$ cat src/rtl/trap_pkg.sv
// Shared definitions for the trap controller: FSM states, exception bit
// positions, mcause codes and machine CSR addresses.
package trap_pkg;

  typedef enum logic [1:0] {
    ST_RUN      = 2'd0,
    ST_ENTRY    = 2'd1,
    ST_REDIRECT = 2'd2,
    ST_HALT     = 2'd3
  } state_t;

  // Bit positions inside the sticky exception code
  localparam int unsigned EXC_IDX_W = 3;
  localparam logic [EXC_IDX_W-1:0] EXC_FETCH_ERR  = 3'd0;
  localparam logic [EXC_IDX_W-1:0] EXC_DECODE_ERR = 3'd1;
  localparam logic [EXC_IDX_W-1:0] EXC_ANOMALY    = 3'd2;
  localparam logic [EXC_IDX_W-1:0] EXC_ECALL      = 3'd3;
  localparam logic [EXC_IDX_W-1:0] EXC_EBREAK     = 3'd4;

  localparam int unsigned CAUSE_W = 4;
  localparam logic [CAUSE_W-1:0] MCAUSE_MRET   = 4'd0;
  localparam logic [CAUSE_W-1:0] MCAUSE_FETCH  = 4'd1;
  localparam logic [CAUSE_W-1:0] MCAUSE_DECODE = 4'd2;
  localparam logic [CAUSE_W-1:0] MCAUSE_EBREAK = 4'd3;
  localparam logic [CAUSE_W-1:0] MCAUSE_ECALL  = 4'd11;

  localparam int unsigned CSR_ADDR_W = 12;
  localparam logic [CSR_ADDR_W-1:0] CSR_MTVEC  = 12'h305;
  localparam logic [CSR_ADDR_W-1:0] CSR_MEPC   = 12'h341;
  localparam logic [CSR_ADDR_W-1:0] CSR_MCAUSE = 12'h342;

  // mcause value recorded for a given exception bit
  function automatic logic [CAUSE_W-1:0] cause_code(input logic [EXC_IDX_W-1:0] idx);
    case (idx)
      EXC_FETCH_ERR:  cause_code = MCAUSE_FETCH;
      EXC_DECODE_ERR: cause_code = MCAUSE_DECODE;
      EXC_ECALL:      cause_code = MCAUSE_ECALL;
      EXC_EBREAK:     cause_code = MCAUSE_EBREAK;
      default:        cause_code = MCAUSE_MRET;
    endcase
  endfunction

endpackage

$ cat src/rtl/trap_csr_file.sv
// Machine trap CSRs (mtvec, mepc, mcause).
// Ports: clk_i/rst_i; CSR bus write (bus_we_i, bus_addr_i, bus_wdata_i);
// trap-entry writes (epc_we_i/epc_i, cause_we_i/cause_i); combinational
// read data for bus_addr_i on rdata_o; mtvec_o/mepc_o feed the FSM.
module trap_csr_file
  import trap_pkg::*;
#(
  parameter int unsigned DATA_WIDTH = 64
) (
  input  logic                  clk_i,
  input  logic                  rst_i,
  input  logic                  bus_we_i,
  input  logic [CSR_ADDR_W-1:0] bus_addr_i,
  input  logic [DATA_WIDTH-1:0] bus_wdata_i,
  input  logic                  epc_we_i,
  input  logic [DATA_WIDTH-1:0] epc_i,
  input  logic                  cause_we_i,
  input  logic [CAUSE_W-1:0]    cause_i,
  output logic [DATA_WIDTH-1:0] rdata_o,
  output logic [DATA_WIDTH-1:0] mtvec_o,
  output logic [DATA_WIDTH-1:0] mepc_o
);

  logic [DATA_WIDTH-1:0] mtvec_q, mepc_q, mcause_q;

  // Trap-entry writes take precedence over the bus; the FSM never issues both at once
  always_ff @(posedge clk_i or posedge rst_i) begin
    if (rst_i) begin
      mtvec_q  <= '0;
      mepc_q   <= '0;
      mcause_q <= '0;
    end else begin
      if (bus_we_i && bus_addr_i == CSR_MTVEC)
        mtvec_q <= {bus_wdata_i[DATA_WIDTH-1:2], 2'b00};
      if (epc_we_i)
        mepc_q <= epc_i;
      else if (bus_we_i && bus_addr_i == CSR_MEPC)
        mepc_q <= bus_wdata_i;
      if (cause_we_i)
        mcause_q <= DATA_WIDTH'(cause_i);
      else if (bus_we_i && bus_addr_i == CSR_MCAUSE)
        mcause_q <= bus_wdata_i;
    end
  end

  // Read mux; unknown addresses read as zero
  always_comb begin
    rdata_o = '0;
    case (bus_addr_i)
      CSR_MTVEC:  rdata_o = mtvec_q;
      CSR_MEPC:   rdata_o = mepc_q;
      CSR_MCAUSE: rdata_o = mcause_q;
      default:    rdata_o = '0;
    endcase
  end

  assign mtvec_o = mtvec_q;
  assign mepc_o  = mepc_q;

endmodule

$ cat src/rtl/trap_ctrl.sv
// Trap controller: takes per-instruction fault/trap events, records mepc and
// mcause, redirects fetch to mtvec (or to mepc on mret) and, when no handler
// is installed, halts with a sticky one-hot exception code.
// Ports: clk_i/rst_i; retiring instruction (valid_i, pc_i, fetch_err_i,
// decode_err_i, ecall_i, ebreak_i, mret_i); CSR bus (csr_we_i, csr_addr_i,
// csr_wdata_i, csr_rdata_o combinational); stall_o, redirect_o,
// redirect_pc_o, exceptions_o.
module trap_ctrl
  import trap_pkg::*;
#(
  parameter int unsigned DATA_WIDTH = 64,
  parameter int unsigned EXC_WIDTH  = 8
) (
  input  logic                  clk_i,
  input  logic                  rst_i,
  input  logic                  valid_i,
  input  logic [DATA_WIDTH-1:0] pc_i,
  input  logic                  fetch_err_i,
  input  logic                  decode_err_i,
  input  logic                  ecall_i,
  input  logic                  ebreak_i,
  input  logic                  mret_i,
  input  logic                  csr_we_i,
  input  logic [CSR_ADDR_W-1:0] csr_addr_i,
  input  logic [DATA_WIDTH-1:0] csr_wdata_i,
  output logic [DATA_WIDTH-1:0] csr_rdata_o,
  output logic                  stall_o,
  output logic                  redirect_o,
  output logic [DATA_WIDTH-1:0] redirect_pc_o,
  output logic [EXC_WIDTH-1:0]  exceptions_o
);

  state_t state_q, state_d;

  logic [DATA_WIDTH-1:0] lat_pc_q;
  logic [EXC_IDX_W-1:0]  lat_idx_q;
  logic [EXC_WIDTH-1:0]  exc_q;
  logic                  stall_q, redir_q;
  logic [DATA_WIDTH-1:0] redir_pc_q;

  logic                  any_exc;
  logic [EXC_IDX_W-1:0]  exc_idx;
  logic                  lat_we, bus_we, epc_we, cause_we, redir_d;
  logic [CAUSE_W-1:0]    cause_val;
  logic [EXC_WIDTH-1:0]  exc_set;
  logic [DATA_WIDTH-1:0] redir_pc_d, mtvec, mepc;

  // Fault priority: fetch > decode > ecall > ebreak
  always_comb begin
    any_exc = 1'b1;
    exc_idx = EXC_EBREAK;
    if (fetch_err_i)       exc_idx = EXC_FETCH_ERR;
    else if (decode_err_i) exc_idx = EXC_DECODE_ERR;
    else if (ecall_i)      exc_idx = EXC_ECALL;
    else if (ebreak_i)     exc_idx = EXC_EBREAK;
    else                   any_exc = 1'b0;
  end

  trap_csr_file #(.DATA_WIDTH(DATA_WIDTH)) u_csr (
    .clk_i       (clk_i),
    .rst_i       (rst_i),
    .bus_we_i    (bus_we),
    .bus_addr_i  (csr_addr_i),
    .bus_wdata_i (csr_wdata_i),
    .epc_we_i    (epc_we),
    .epc_i       (lat_pc_q),
    .cause_we_i  (cause_we),
    .cause_i     (cause_val),
    .rdata_o     (csr_rdata_o),
    .mtvec_o     (mtvec),
    .mepc_o      (mepc)
  );

  // State register
  always_ff @(posedge clk_i or posedge rst_i) begin
    if (rst_i) state_q <= ST_RUN;
    else       state_q <= state_d;
  end

  // Next state and next values of the registered outputs
  always_comb begin
    state_d    = state_q;
    lat_we     = 1'b0;
    bus_we     = 1'b0;
    epc_we     = 1'b0;
    cause_we   = 1'b0;
    cause_val  = MCAUSE_MRET;
    exc_set    = '0;
    redir_d    = 1'b0;
    redir_pc_d = '0;
    case (state_q)
      ST_RUN: begin
        if (valid_i && any_exc) begin
          lat_we  = 1'b1;
          state_d = ST_ENTRY;
        end else if (valid_i && mret_i) begin
          if (mepc[1:0] != 2'b00) begin
            exc_set[EXC_ANOMALY] = 1'b1;
            cause_we             = 1'b1;
            cause_val            = MCAUSE_MRET;
            state_d              = ST_HALT;
          end else begin
            redir_d    = 1'b1;
            redir_pc_d = mepc;
            state_d    = ST_REDIRECT;
          end
        end else begin
          bus_we = csr_we_i;
        end
      end
      ST_ENTRY: begin
        epc_we    = 1'b1;
        cause_we  = 1'b1;
        cause_val = cause_code(lat_idx_q);
        if (mtvec == '0) begin
          exc_set = EXC_WIDTH'(1) << lat_idx_q;
          state_d = ST_HALT;
        end else begin
          redir_d    = 1'b1;
          redir_pc_d = mtvec;
          state_d    = ST_REDIRECT;
        end
      end
      ST_REDIRECT: state_d = ST_RUN;
      ST_HALT:     state_d = ST_HALT;
      default:     state_d = ST_RUN;
    endcase
  end

  // Latched trap info and registered outputs; exception code is sticky
  always_ff @(posedge clk_i or posedge rst_i) begin
    if (rst_i) begin
      lat_pc_q   <= '0;
      lat_idx_q  <= '0;
      exc_q      <= '0;
      stall_q    <= 1'b0;
      redir_q    <= 1'b0;
      redir_pc_q <= '0;
    end else begin
      if (lat_we) begin
        lat_pc_q  <= pc_i;
        lat_idx_q <= exc_idx;
      end
      exc_q      <= exc_q | exc_set;
      stall_q    <= (state_d != ST_RUN);
      redir_q    <= redir_d;
      redir_pc_q <= redir_pc_d;
    end
  end

  assign stall_o       = stall_q;
  assign redirect_o    = redir_q;
  assign redirect_pc_o = redir_pc_q;
  assign exceptions_o  = exc_q;

endmodule
$ cat config.mk
export PLATFORM = sky130hd
export DESIGN_NAME = trap_ctrl
export DESIGN_NICKNAME = d
export VERILOG_FILES = /design/src/rtl/trap_pkg.sv /design/src/rtl/trap_csr_file.sv /design/src/rtl/trap_ctrl.sv
export SDC_FILE = /design/constraint.sdc
export NUM_CORES = 1
export LEC_CHECK = 0
export CAP_MARGIN = 15
export CORE_MARGIN = 5
export CORE_UTILIZATION = 47
export CTS_CLUSTER_DIAMETER = 120
export CTS_CLUSTER_SIZE = 20
export DETAILED_ROUTE_END_ITERATION = 10
export GPL_TIMING_DRIVEN = 0
export PLACE_DENSITY = 0.88
export SYNTH_ARGS = -nofsm -noshare
export SYNTH_HDL_FRONTEND = slang
export SYNTH_SLANG_ARGS = --single-unit
export TNS_END_PERCENT = 50
$ cat constraint.sdc
create_clock -name clk_i -period 10.62 [get_ports clk_i]
set_clock_uncertainty 0.15 [all_clocks]
set_input_delay 1.062 -clock clk_i [delete_from_list [all_inputs] [get_ports clk_i]]
set_output_delay 1.062 -clock clk_i [all_outputs]
set_load 0.05 [all_outputs]
# After elaboration in Yosys (flattened, before gate mapping)
# Cells that the tools add are included.
# Widths: inputs -> output; s select.
# word_totals
latchBits	0
ram_bits	0
mem_count	0
mem_bits_ro	0
regBits	333
wordCells	76
# op_classes
n_mul	0
bitwise_logic	1
magnitude_cmp	0
reduce_logical	12
div_mod_pow	0
eq_ne	9
n_addsub	0
muxes	43
shifts	1
# ops
op	n
$mux 64	8
$pmux 64 s3	1
$pmux 64 s2	1
$logic_not 64->1	1
$eq 12x10->1 const B	3
$mux 1	19
$pmux 4 s4	1
$mux 3	3
$mux 8	1
$or 8x8->8	1
$pmux 2 s4	1
$reduce_bool 2->1	4
$shl 1x3->8 const A	1
$mux 2	3
$pmux 1 s2	3
$logic_and 1x1->1	5
$mux 5	1
$eq 2x2->1 const B	2
$mux 4	1
$eq 3x1->1 const B	1
$eq 3x2->1 const B	1
$eq 3x3->1 const B	1
$logic_not 3->1	1
$eq 2x1->1 const B	1
$logic_not 2->1	1

# Longest topological paths before layout
# Gate-level depths: netlist of the first run.
# depth
word_depth	10
mapped_depth	7
ltp_nobuf	4

# Hierarchy
# A second synthesis of the first run with hierarchy kept.
# hier_totals
cells_unflattened	1318
area_unflattened_um2	15013.1
# modules_own_cells
mod	area_each_um2	n_inst	cells_each
trap_csr_file	9507.9	1	941
trap_ctrl	5505.3	1	377

# Worst setup path before layout of the first run
# No wires, ideal clock.
# synth_path
path_type	input-to-output
startpoint	input csr_addr_i[11]
endpoint	output csr_rdata_o[12]
stages	6
n_path_buf	2
slack_ns	6.399
arrival_time_ns	3.009
cell_sequence	or4b_1 -> nor4_1 -> buf_2 -> clkbuf_1 -> a22oi_1 -> nand2_1
# synth_between
elab_chain_len	2
word_cells_on_any_way	4
cone_classes	eq/ne (3); mux (1)
# synth_rtl
element	line	source
start, declared	trap_ctrl.sv:24	input logic [CSR_ADDR_W-1:0] csr_addr_i,
$eq 12x10->1	trap_csr_file.sv:49	case (bus_addr_i)
$pmux 64 s3 (*)	trap_csr_file.sv:49	
end, declared	trap_ctrl.sv:26	output logic [DATA_WIDTH-1:0] csr_rdata_o,
# Every way passes the cells marked *; elsewhere a longest branch is shown, timed or not.

# Worst setup path after layout of the first run
# layout_path
startpoint	input csr_addr_i[6]
endpoint	output csr_rdata_o[39]
# The elaborated chain is that of the path after synthesis.

==> metrics.md, run 1 <==
| Metric | Value |
|---|---|
| Status | finished clean |
| Chip height | approximately 190 um |
| Pin count of the biggest net entering global routing | 138 |
| Routed len/inst | 23.7 um |
| Vias per inst | around 6.0 |
| Ys async rst share | 100% |
| DIE AREA | 0.0350 sq mm |
| GR met1 Demand/Resource | 35.3% |
| P per Cell Area | about 150 mW/mm^2 |
| FF+latch count, synth | 333 |
| CTS H-tree lvls | 1 |
| Total power | 2830 uW |
| Die W | 187 um |
| Setup TNS | 0 ns |
| IO buf count | 286 |
| CP required | 9.41 ns |
| CTS tree | yes |
| Initial DRC Count | 1483 |
| Peak supply drop | 0.000113 V |
| Register area share after synthesis | between 50% and 60% |
| Critical path class | input pin to output pin |
| I/O pin cnt | 287 |
| Final setup fails | 0 |
| Routed WL | 48700 um |
| Post-CTS resize count | 0 |
| Post-CTS Setup Bufs | 0 |
| First-pass GRT wire length | 75700 um |
| Final-report max-slew violation count | 0 |
| Unrepaired setup endpoints after global routing | no |
| Final GP Congestion | 0.904 |
| Final layout net count | 1807 |
| GRT Util Overall | 27.1% |
| Period utilisation layout | 61.1% |
| Slew margin rel. | 15.8% |
| Clock Path Buffers | 3 |
| Max Freq | 154 MHz |
| Post-synth EDFFs | 0 |
| Post-route DRC | 0 |
| CP endpoint kind | output pin |
| Crit path DAT | 5.28 ns |
| Syn avg cell area | roughly 11 sq um |
| Synth Cell Area | 0.0147 sq mm |
| Hold-fix buffers, CTS | 0 |
| Share of post-route cells with drive strength above 1 | 9.59% |
| Crit start category | input pin |
| Type of the worst min-delay path | register to register |
| GRT met2 Usage | 44.9% |
| Max-cap violation count | 0 |
| GR Util met3 | 4.93% |
| Least-Margin Pin Slew | 1.26 ns |
| Post-DP HPWL | 35200 um |
| Layout area overhead | 26.9% |
| Initial Util | a little under half |
| Post-synth cell types | 38 |
| Placement Setup Slack | 4.29 ns |
| Vias | 12.4k |
| Worst Path Max Fanout | 10 |
| Setup WS post-layout | just over 4 ns |
| CTS Buf Count | 20 |
| Yosys warning count | 0 |
| Number of global-route vias before repair | between 10k and 15k |
| Syn Inst Count | 1347 |
| Inst Count DP | just over 2k |
| CTS root buf | clkbuf_16 |
| Num rows | 64 |
| Clock slew seen by the registers of the worst setup and hold paths | ~0.080 ns |
| Drt pass-1 iters | 10 |
| Initial antenna violation count | 3 |
| Clk sinks | 333 |
| Ys flop type | dfrtp_1 |
| Cell leakage power | 0.00861 uW |
| Final Hold Fails | 0 |
| GRT overflow | 0 |
| Most Crowded Layer GR | met2 |
| Core ar. | about 0.031 sq mm |
| Layout Cells excl Fill | roughly 2.1k |
| Antenna Nets Post-Route | 0 |
| Layout Utilization | 60.8% |
| Skew-Pair Late Insertion Delay | between 0.5 and 0.6 ns |
| Min Clock Period, post-route | 6.49 ns |
[metal layers]
| layer | share of wire (%) | vias to the layer above |
|---|---|---|
| met5 | 0.055 | - |
| li1 | - | 5364 |
| met2 | 48 | 727 |
| met4 | 5.0 | 4 |
| met3 | 7.6 | 132 |
| met1 | 39 | 6198 |
[state kept, by name (all words and copies together), names as in the netlist, 2 cells and up]
register and flops:
exceptions_o 8, u_csr.mcause_q 64, lat_idx_q 3, state_q 2
u_csr.mtvec_o 62, u_csr.mepc_o 64, lat_pc_q 64, redirect_pc_o 64
[cell families after synthesis]
group                  share of synthesized area [%]
other                                         0.0254
DFF                                             56.5
muxes                                           14.6
buffers and inverters                           3.72
and+or+nand+nor                                 12.4
AOI/OAI and AO/OA                               12.8
[critical path: stages]
cell,delay (ns)
clkdlybuf4s50_1,0.52
nor4bb_1,0.46
and3_1,0.22
clkbuf_1,0.61
clkbuf_1,0.62
clkbuf_1,0.65
nand2_1,0.12
nand2_1,0.15
clkdlybuf4s50_1,0.83
[placed cells by master (no fill, tap or decap), types with 12 or more instances in the layout]
cell and count:
mux2_2 108, a21oi_1 64, nand2_1 303, clkbuf_16 21
a222oi_1 12, clkdlybuf4s50_1 286, clkbuf_1 82, mux2_1 83
o21ai_0 65, nor4_1 16, a22oi_1 50, inv_1 18
dfrtp_1 333, a22o_1 64, nand3_1 65
[cell type report]
cell class / count / area, sq um
fillers: 2428 / 12000
flip-flops and latches: 333 / 8330
multi-input cells: 891 / 5860
repair buffers: 288 / 2920
clock buffers: 21 / 526
well taps: 396 / 495
plain buffers: 105 / 477
inverters: 19 / 78.8
clock inverters: 1 / 8.76
diodes: 1 / 2.50
[where the power goes]
| group | internal [uW] | switching [uW] |
|---|---|---|
| Combinational | 234 | 204 |
| Sequential | 1480 | 157 |
| Clock | 353 | 412 |
| Total | 2060 | 773 |
[through the flow]
stage          hold WS (ns)  area, sq um
3_3_place_gp          0.300        18100
6_report              0.331        18700
2_1_floorplan         0.329        14700
4_1_cts               0.338        18700
3_5_place_dp          0.315        18200
5_1_grt               0.347        18700
[cell usage after synthesis (8+ instances only)]
cell type | number | area (sq um)
dfrtp_1 | 333 | 8330
nand2_1 | 303 | 1140
mux2_2 | 108 | 1220
mux2_1 | 83 | 935
clkbuf_1 | 82 | 308
nand3_1 | 65 | 325
o21ai_0 | 65 | 325
a21oi_1 | 64 | 320
a22o_1 | 64 | 561
a22oi_1 | 50 | 375
inv_1 | 19 | 71.3
nor4_1 | 16 | 100
a222oi_1 | 12 | 120
buf_2 | 9 | 45.0
nor2_1 | 8 | 30.0
[worst paths after layout]
path	start	to	slack, ns	cells past startpoint
setup / recovery	csr_addr_i[6]	csr_rdata_o[39]	4.13	9
hold / removal	exceptions_o[0]	exceptions_o[0]	0.33	2
setup reg to reg	state_q[0]	u_csr.mcause_q[0]	7.31	6
hold reg to reg	exceptions_o[0]	exceptions_o[0]	0.33	2
max in group asynchronous	rst_i	u_csr.mcause_q[34]	8.44	3
min in group asynchronous	rst_i	stall_o	0.82	2
(Power assumes the default switching activity.)
==> run 2, diff against run 1 <==
CORE_UTILIZATION = 52   (was 47)
PLACE_DENSITY = 0.92   (was 0.88)
clock period = 6.3 ns   (was 10.62 ns; I/O delays follow)
==> metrics.md, run 2 (synthesis results as in run 1) <==
| Metric | Value |
|---|---|
| Status | finished clean |
| Combinational power share | 15.6% (+0.2 points) |
| Final Hold Fails | 0 (unchanged) |
| CP required | 5.52 ns (-3.89 ns) |
| Layout Cells excl Fill | 2043 (-0.58%) |
| Cell leakage power | 0.00865 uW (+0.51%) |
| Crit path DAT | 4.61 ns (-0.67 ns) |
| Net Sw Power | 1300 uW (+69%) |
| WHS Path Cells | 2 (unchanged) |
| Fillers | 2011 (-17%) |
| DIE AREA | 0.0318 sq mm (-9.1%) |
| Crit start category | input pin |
| Chip height | 178 um (-4.7%) |
| Max-cap violation count | 0 (unchanged) |
| Min Clock Period, post-route | 5.39 ns |
| Hold Startpoint | exceptions_o[4] |
| Post-CTS resize count | 0 (unchanged) |
| CTS H-tree lvls | 1 (unchanged) |
| Clock slew seen by the registers of the worst setup and hold paths | 0.08 ns (about the same) |
| CP max stage cell | clkdlybuf4s50_1 |
| GRT overflow | 0 (unchanged) |
| Die W | 178 um (-4.7%) |
| Unrepaired setup endpoints after global routing | no |
| Pin count of the biggest net entering global routing | 46 (-67%) |
| Hold Crit Endpoint | exceptions_o[4] |
| Period utilisation layout | 85.5% |
| Final GP Congestion | 0.924 (+2.2%) |
| Clk sinks | 333 (unchanged) |
| Slew margin rel. | 29.8% (+14 points) |
| Vias per inst | 6.18 (+2.2%) |
| Number of global-route vias before repair | 13.0k (+0.18%) |
| Most frequent cells in the layout | 333 x dfrtp_1, 303 x nand2_1, 286 x clkdlybuf4s50_1 |
| Worst R2R End | u_csr.mcause_q[0] |
| P per Cell Area | 255 mW/mm^2 (+68%) |
| Post-CTS Setup Bufs | 0 (unchanged) |
| Clock Path Buffers | 3 (unchanged) |
| Cell mode on critical path | clkbuf_1 |
| Layout Utilization | 67.4% (+6.6 points) |
| Footprint of the multi-input gates | 0.00586 sq mm (unchanged) |
| I/O pin cnt | 287 (unchanged) |
| Layout area overhead | 27.4% |
| R2R depth | 6 (unchanged) |
| Inst Count DP | 2020 (-0.59%) |
| Drt pass-1 iters | 6 (-4) |
| Flop pwr share | 57.5% (about the same) |
| Post-DP HPWL | 35200 um (-0.16%) |
| Routed len/inst | 23.7 um (-0.18%) |
| IO buf count | 286 (unchanged) |
| Final-report max-slew violation count | 0 (unchanged) |
| Critical path class | input pin to output pin |
| GRT Util Overall | 30.0% (+2.9 points) |
| Reg2reg setup slack | 3.22 ns (-4.09 ns) |
| CTS root buf | clkbuf_16 |
| Total area of sequential cells | 0.00833 sq mm (unchanged) |
| Most common cell after layout, fill and taps aside | dfrtp_1 |
| CTS tree | yes |
| Num rows | 61 (-4.7%) |
| Type of the worst min-delay path | register to register |
| Final setup fails | 0 (unchanged) |
| Initial antenna violation count | 2 (-1) |
| Initial Util | 52.9% (+5.0 points) |
| Worst R2R Start | state_q[0] |
| CP endpoint kind | output pin |
| Total power | 4790 uW (+69%) |
| CTS Buf Count | 20 (unchanged) |
| Final layout net count | 1813 (+0.33%) |
| Peak supply drop | 0.000181 V (+59%) |
| CP peak stage delay | 0.85 ns (+0.02 ns) |
| First-pass GRT wire length | 73800 um (-2.5%) |
| Routed WL | 48400 um (-0.76%) |
| Max Freq | 186 MHz |
| Net Sw Frac | 27.2% (-0.032 points) |
| Worst Path Max Fanout | 10 (unchanged) |
| Core ar. | 0.0279 sq mm (-9.4%) |
| Skew-Pair Late Insertion Delay | 0.52 ns (about the same) |
| Clock share of power | 26.9% (about the same) |
| Least-Margin Pin Slew | 1.04 ns (-0.213 ns) |
| Antenna Nets Post-Route | 0 (unchanged) |
| Initial DRC Count | 1963 (+32%) |
| Share of post-route cells with drive strength above 1 | 9.92% (+0.33 points) |
| Vias | 12.6k (+1.6%) |
| Post-route DRC | 0 (unchanged) |
| P_int | 3480 uW (+69%) |
| Cells along the critical path | clkdlybuf4s50_1, nor4bb_1, and3_1, clkbuf_1, clkbuf_1, clkbuf_1, nand2_1, nand2_1, clkdlybuf4s50_1 |
| Hold-fix buffers, CTS | 0 (unchanged) |
## run 2: cell count changes in the layout (fill, tap and decap cells not counted)
cell / previous run / this run
buf_16: 2 / 0
buf_12: 0 / 8
inv_8: 1 / 0
clkinvlp_4: 0 / 1
## run 2: metrics by stage
step	setup TNS [ns]	hold slack (ns)	setup slack (ns)	area, sq um
floorplan	0	0.329	1.07	14700
global placement	-320.62	0.300	-0.983	18100
detailed placement	0	0.309	1.00	18200
CTS	0	0.330	0.988	18800
global route	0	0.370	0.800	18800
finish	0	0.333	0.912	18800
## run 2: routing by layer
metal	GRT usage [%]	vias up	part of all wire, %	wire length, um
met1	40.1	6263	39	18600
met3	5.02	143	9.1	4400
met5	0	-	0.023	11
met2	48.9	826	48	23200
met4	12.7	2	4.4	2130
li1	-	5386	-	-
## run 2: critical path, delay by kind of cell
kind	cells	cell delay [ns]
buf+inv	5	3.09
simple gates	4	0.85
## run 2: layout make-up
class / instances / share of cell area [%]
Sequential cell: 333 / 44.4
Multi-Input combinational cell: 891 / 31.2
Timing Repair Buffer: 294 / 16.1
Clock buffer: 21 / 2.80
Buffer: 105 / 2.54
Tap cell: 378 / 2.52
Inverter: 19 / 0.400
Clock inverter: 1 / 0.0466
Antenna cell: 1 / 0.0133
## run 2: power groups by stage
stage | clock network (uW) | registers (uW) | logic [uW]
6_report | 1290 | 2750 | 747
5_1_grt | 1390 | 2790 | 816
4_1_cts | 1300 | 2740 | 749
3_5_place_dp | 0 | 2780 | 744
3_3_place_gp | 0 | 2750 | 693
2_1_floorplan | 0 | 2740 | 450
## run 2: how the worst max path moves through the flow
stage,start,end,slack (ns)
global route,csr_addr_i[6],csr_rdata_o[37],0.80
global placement,rst_i,lat_pc_q[24],-0.98
CTS,csr_addr_i[6],csr_rdata_o[39],0.99
detailed placement,csr_addr_i[6],csr_rdata_o[39],1.00
finish,csr_addr_i[6],csr_rdata_o[39],0.91
floorplan,rst_i,exceptions_o[0],1.07
